### src/rtl/eight_bit_serial_subtractor.sv
// Bit-serial 8-bit subtractor D = A - B, LSB first, one borrow flop.
// Request/done slave: start/ready handshake, result and flags registered at completion.
module eight_bit_serial_subtractor (
   input  logic       clk_i,
   input  logic       rst_ni,
   input  logic       start_i,
   input  logic [7:0] a_i,
   input  logic [7:0] b_i,
   output logic       ready_o,
   output logic       busy_o,
   output logic       done_o,
   output logic [7:0] d_o,
   output logic       b8_o,
   output logic       ovf_o,
   output logic       z_o
);

   typedef enum logic [1:0] {
      S_IDLE = 2'd0,
      S_RUN  = 2'd1,
      S_DONE = 2'd2
   } state_e;

   state_e     state_q, state_d;
   logic [7:0] a_q, a_d, b_q, b_d, r_q, r_d, d_q, d_d;
   logic [2:0] cnt_q, cnt_d;
   logic       br_q, br_d, b8_q, b8_d, ovf_q, ovf_d, z_q, z_d;

   logic       abit, bbit, dbit, br_nxt;
   logic [7:0] res;

   // Current bit slice; on the last RUN edge abit/bbit are the original sign bits.
   assign abit   = a_q[0];
   assign bbit   = b_q[0];
   assign dbit   = abit ^ bbit ^ br_q;
   assign br_nxt = (~abit & bbit) | (~(abit ^ bbit) & br_q);
   assign res    = {dbit, r_q[7:1]};

   always_comb begin
      state_d = state_q;
      a_d     = a_q;
      b_d     = b_q;
      r_d     = r_q;
      br_d    = br_q;
      cnt_d   = cnt_q;
      d_d     = d_q;
      b8_d    = b8_q;
      ovf_d   = ovf_q;
      z_d     = z_q;
      case (state_q)
         S_IDLE: begin
            if (start_i) begin
               a_d     = a_i;
               b_d     = b_i;
               r_d     = 8'h00;
               br_d    = 1'b0;
               cnt_d   = 3'd0;
               state_d = S_RUN;
            end
         end
         S_RUN: begin
            a_d   = {1'b0, a_q[7:1]};
            b_d   = {1'b0, b_q[7:1]};
            r_d   = res;
            br_d  = br_nxt;
            cnt_d = cnt_q + 3'd1;
            if (cnt_q == 3'd7) begin
               d_d     = res;
               b8_d    = br_nxt;
               ovf_d   = (abit ^ bbit) & (dbit ^ abit);
               z_d     = (res == 8'h00);
               state_d = S_DONE;
            end
         end
         S_DONE:  state_d = S_IDLE;
         default: state_d = S_IDLE;
      endcase
   end

   always_ff @(posedge clk_i or negedge rst_ni) begin
      if (!rst_ni) begin
         state_q <= S_IDLE;
         a_q     <= 8'h00;
         b_q     <= 8'h00;
         r_q     <= 8'h00;
         br_q    <= 1'b0;
         cnt_q   <= 3'd0;
         d_q     <= 8'h00;
         b8_q    <= 1'b0;
         ovf_q   <= 1'b0;
         z_q     <= 1'b0;
      end else begin
         state_q <= state_d;
         a_q     <= a_d;
         b_q     <= b_d;
         r_q     <= r_d;
         br_q    <= br_d;
         cnt_q   <= cnt_d;
         d_q     <= d_d;
         b8_q    <= b8_d;
         ovf_q   <= ovf_d;
         z_q     <= z_d;
      end
   end

   assign ready_o = (state_q == S_IDLE);
   assign busy_o  = (state_q == S_RUN);
   assign done_o  = (state_q == S_DONE);
   assign d_o     = d_q;
   assign b8_o    = b8_q;
   assign ovf_o   = ovf_q;
   assign z_o     = z_q;

endmodule

### config.mk
export PLATFORM = sky130hd
export DESIGN_NAME = eight_bit_serial_subtractor
export DESIGN_NICKNAME = d
export VERILOG_FILES = /design/src/rtl/eight_bit_serial_subtractor.sv
export SDC_FILE = /design/constraint.sdc
export NUM_CORES = 1
export LEC_CHECK = 0
export ABC_AREA = 0
export BUFFER_PORTS_ARGS = -buffer_cell sky130_fd_sc_hd__buf_4
export CORE_MARGIN = 1
export CORE_UTILIZATION = 45
export CTS_CLUSTER_SIZE = 12
export DETAILED_ROUTE_END_ITERATION = 7
export PLACE_DENSITY = 0.66
export RECOVER_POWER = 100
export SETUP_SLACK_MARGIN = 0.2
export SLEW_MARGIN = 20
export SYNTH_ARGS = -nofsm -noshare
export SYNTH_HDL_FRONTEND = slang
export SYNTH_SLANG_ARGS = --single-unit
### constraint.sdc
create_clock -name clk_i -period 1.64 [get_ports clk_i]
set_input_delay 0.246 -clock clk_i [delete_from_list [all_inputs] [get_ports clk_i]]
set_output_delay 0.246 -clock clk_i [all_outputs]
set_load 0.01 [all_outputs]
## Word-level counts from Yosys, hierarchy flattened

Index checks and enable logic that the tools add are counted.

- Add/subtract/negate cells: 1
- Muxes and demuxes: 13
- Equality and inequality tests: 5
- Reduce and logical (&&, ||, !) cells: 6
- Bitwise operators: 9

Operators with widths:

| kind | count |
|---|---|
| case mux 8 bit (2 select lines) | 3 |
| two-way mux 8 bit | 3 |
| zero test 8 bit | 1 |
| case mux 3 bit (2 select lines) | 1 |
| AND reduction 2 bit | 3 |
| two-way mux 2 bit | 2 |
| case mux 2 bit (2 select lines) | 1 |
| adder 3 x 1 -> 3 bit, second input constant | 1 |
| AND 1 bit | 3 |
| equality test 3 bit, second input constant | 1 |
| two-way mux 3 bit | 1 |
| XOR 1 bit | 3 |
| equality test 2 x 1 -> 1 bit, second input constant | 1 |
| equality test 2 bit, second input constant | 1 |
| zero test 2 bit | 1 |
| != test 2 x 1 -> 1 bit, second input constant | 1 |
| != test 2 bit, second input constant | 1 |
| NOT 1 bit | 2 |
| case mux 1 bit (2 select lines) | 1 |
| nonzero test 2 bit | 1 |
| two-way mux 1 bit | 1 |
| OR 1 bit | 1 |

- Output and inout port bits: 14
- Logic and storage cells: 44
- Bits in registers: 41

## Depth between registers and ports, before layout

- Depth in word-level cells: 5
- Mapped depth: 6

## Worst setup path before layout

OpenSTA, ideal clock, no wires.

- Path type: flip-flop to flip-flop
- Start: reg cnt_q[0]
- End: reg b8_q (netlist: b8_o)
- Path slack: 0.201 ns
- Library setup time: 0.125 ns
- Arrival: 1.314 ns
- Cell stages (with the launch flop): 6
- Data required time: 1.515 ns
- Clock period less this slack: 1.439 ns
- Path through: dfrtp_1 -> ha_1 -> ha_1 -> nand3b_4 -> buf_6 -> mux2_4

- Cells in the longest elaborated chain, start to end: 2

Ends and longest elaborated chain:

| element | RTL line | source |
|---|---|---|
| start, declared | 26 | `logic [2:0] cnt_q, cnt_d;` |
| start signal, assigned | 98 | `cnt_q <= cnt_d;` |
| equality test 3 bit | 67 | `if (cnt_q == 3'd7) begin` |
| AND reduction 2 bit (no source line) | n/a |  |
| end signal, assigned | 89 | `b8_q <= 1'b0;` |
| end signal, assigned | 100 | `b8_q <= b8_d;` |
| end, declared | 27 | `logic br_q, br_d, b8_q, b8_d, ovf_q, ovf_d, z_q, z_d;` |

No other way between the ends.
A chain may end at the register's enable or synchronous reset.

## Worst setup path in the final report

- Start: reg cnt_q[0]
- End: reg d_q[4] (netlist: d_o[4])

- Cells in the longest elaborated chain, start to end: 2

Ends and longest elaborated chain:

| element | RTL line | source |
|---|---|---|
| equality test 3 bit | 67 |  |
| AND reduction 2 bit (no source line) | n/a |  |
| end signal, assigned | 88 | `d_q <= 8'h00;` |
| end signal, assigned | 99 | `d_q <= d_d;` |
| end, declared | 25 | `logic [7:0] a_q, a_d, b_q, b_d, r_q, r_d, d_q, d_d;` |

No other way between the ends.

==> results.md <==
- GR Util All Layers: 20.61%
- Pwr/cell area: 1782 nW/um^2
- 1st-iter DRT viols: 104
- Root Buffer: clkbuf_8
- Final period util: 92.65%
- I/O pin count: 33
- Avg Inst Size Synth: 12.42 sq um
- Setup TNS: 0 ps
- Die X-Extent: 68.66 um
- Slew @ Worst Pin: 993.6 ps
- Post-DRT Antenna Nets: 0
- Final setup fails: 0
- Finished Cell Area: 2427 sq um
- Place WS: 124.5 ps
- Initial antenna violation count: 0
- Adder-cell share of the synthesized area: 2.879%
- Clock sinks: 40
- Post-DP Area: 2247 sq um
- Sequential area share after synthesis: 50.06%
- Largest net degree at the start of global routing: 41
- Run status: finished clean
- Bufs on Longest Clock Path: 2
- Fmax: 658.1 MHz
- Vias per std cell: 5.443
- Largest family of logic cells by synthesized area: compound AO/OA/AOI/OAI gates
- Warnings, synthesis: 0
- Endpoint class of the critical path: flop
- VDD IR max: 0.0008338 V
- CORE AREA: 4144 sq um
- Final WS setup: 120.5 ps
- Cell area after synthesis: 1999 sq um
- Starting Density: 48.25%
- Die area: 4714 sq um
- Post-Synth Simple-Gate Area: 11.01%
- Post-layout minimum cycle time: 1519 ps
- Slew HR: 33.76%
- Multiplexer share of the synthesized area: 5.569%
- LEAKAGE: 1.146 nW
- TritonCTS clock tree: done
- Share of post-route cells with drive strength above 1: 40.65%
- Kind of critical path: flop to flop
- Final Max Tran Viols: 0
- Worst Skew: 3.404 ps
- Fill count: 383
- Final hold vios: 0
- Row cnt: 23
- Drt drc: 0
- RSZ-0062 raised after global routing: true
- CTS H-tree depth: 2
- Critical Path Fanout Max: 8
- #FFs+latches synth: 40
- Synthesis-to-layout area growth: 21.40%
- Crit path launch type: flop
- Layout Nets: 236
- Worst skew pair latency: 290 ps
- Synth Instances: 161
- Max Cap Violations: 0
- Final HPWL DP: 2.563 mm
- Overall die height: 68.66 um
- Syn Nets: 184
- Ant diodes: 0
- Synth Area in XOR/XNOR: 0.4380%
- Vias in the first global route: 1483
- Worst Hold Class: input pin to flop
- Port Buffer Count: 32
- Reg clk slew, reported paths: 80 ps
- Per-cell routed wire length: 15.67 um
- First-pass GRT wire length: 6.955 mm
- Post-synthesis cell type count: 32
- WL final: 4.138 mm
- Total number of vias: 1437
- Iteration count of the initial detailed-routing pass: 4
- Post-layout util: 58.57%
- Synth Area in Compound Gates: 22.90%
- CTS buffer count: 5
- Worst EP arrival: 1700 ps
- Placer's final routability congestion estimate: 0.7574
- Aggregate global routing overflow: 0
- Data required time of the worst path: 1820 ps
Yosys cell counts:
cell | count | area (sq um)
dfrtp_1 | 40 | 1001
a22oi_1 | 14 | 105.1
and2b_2 | 13 | 113.9
a21oi_2 | 10 | 87.58
o21ai_2 | 10 | 87.58
a22o_1 | 9 | 78.83
o21ai_0 | 9 | 45.04
nand2_1 | 8 | 30.03
buf_6 | 6 | 67.56
a21oi_1 | 5 | 25.02
mux2_2 | 5 | 56.30
ha_1 | 3 | 37.54
inv_1 | 3 | 11.26
mux2_4 | 3 | 45.04
and2b_1 | 2 | 15.01
buf_12 | 2 | 40.04
buf_4 | 2 | 15.01
nor2_1 | 2 | 7.510
nor2b_1 | 2 | 12.51
a2bb2oi_1 | 1 | 8.760
buf_2 | 1 | 5.000
fa_1 | 1 | 20.02
inv_2 | 1 | 3.750
mux2i_1 | 1 | 10.01
nand2b_1 | 1 | 6.260
nand3b_4 | 1 | 20.02
nor4_1 | 1 | 6.260
nor4b_1 | 1 | 8.760
o21ai_1 | 1 | 5.000
o21bai_1 | 1 | 7.510
o31ai_1 | 1 | 7.510
xnor2_1 | 1 | 8.760
metal layers:
layer	track usage, %	share of wire (%)
met3	4.112	3.4
met2	33.21	49
met1	26.63	46
met5	0	0
met4	9.115	1.4
cells by family after synthesis:
kind of cell	Yosys count
compound gates	61
xor+xnor	1
fa+ha+maj	4
buf+inv	15
flops	40
mux	9
simple gates	31
through the flow:
step,total power [W],std cells,hold slack (ps)
4_1_cts,0.004428,255,186.1
5_1_grt,0.004687,264,196.6
3_5_place_dp,0.003432,240,257.2
2_1_floorplan,0.002932,161,-49.59
6_report,0.004326,264,199.7
3_3_place_gp,0.003353,240,247.8
what timing repair did:
action,in CTS,in global routing
hold endpoints to repair,40,0
endpoints found under the setup margin,14,21
pin swaps,2,0
gates resized for setup,14,5
buffers inserted,5,9
gates cloned,1,0
hold buffers,1,0
worst max-delay path: stages, from the launching register on:
cell,delay [ps]
dfrtp_1,400
ha_1,240
ha_4,180
nand3b_2,220
mux2_2,370
sequential cells by signal (all words and copies together), names as in the netlist:
signal / cells
d_o: 8
br_q: 1
b_q: 8
b8_o: 1
z_o: 1
ovf_o: 1
state_q: 2
r_q: 7
cnt_q: 3
a_q: 8
cell usage in the layout (no fill, tap or decap), types with 2 or more instances in the layout:
master	synthesis	final
a21oi_1	5	12
a21oi_2	10	3
a22o_1	9	9
a22oi_1	14	14
and2b_1	2	2
and2b_2	13	13
buf_12	2	2
buf_4	2	36
clkbuf_1	0	13
clkbuf_2	0	2
clkbuf_8	0	5
dfrtp_1	40	39
ha_1	3	2
inv_1	3	3
mux2_1	0	2
mux2_2	5	5
nand2_1	8	8
nor2_1	2	2
nor2b_1	2	2
o21ai_0	9	9
o21ai_2	10	10
final cells by class:
type                       instances  area, sq um  area share (%)
timing repair buffer              55        394.1           16.24
tap                               50        62.56           2.577
multi-input combinational        107        843.3           34.74
clock inverter                     2        35.03           1.443
clock buffer                       6        72.57           2.990
inverter                           4        17.52          0.7216
sequential                        40         1002           41.29
worst paths after layout:
| check | from | end | slack (ps) | cells past startpoint |
|---|---|---|---|---|
| hold reg to reg | ovf_o$_DFFE_PN0P_ | ovf_o$_DFFE_PN0P_ | 500 | 2 |
| max in group asynchronous | rst_ni | b_q[0]$_DFFE_PN0P_ | 310 | 2 |
| setup reg to reg | cnt_q[0]$_DFFE_PN0P_ | d_o[4]$_DFFE_PN0P_ | 120 | 4 |
| hold / removal | b_i[3] | b_q[3]$_DFFE_PN0P_ | 200 | 3 |
| min in group asynchronous | rst_ni | d_o[2]$_DFFE_PN0P_ | 650 | 2 |
| setup / recovery | cnt_q[0]$_DFFE_PN0P_ | d_o[4]$_DFFE_PN0P_ | 120 | 4 |
where the power goes:
group,leakage [nW],internal (W),switching (W)
sequential,0.518,0.00141,0.000333
combinational,0.573,0.000949,0.000841
clock,0.0552,0.000452,0.000345
No activity file was read; power rests on OpenSTA's default activity.
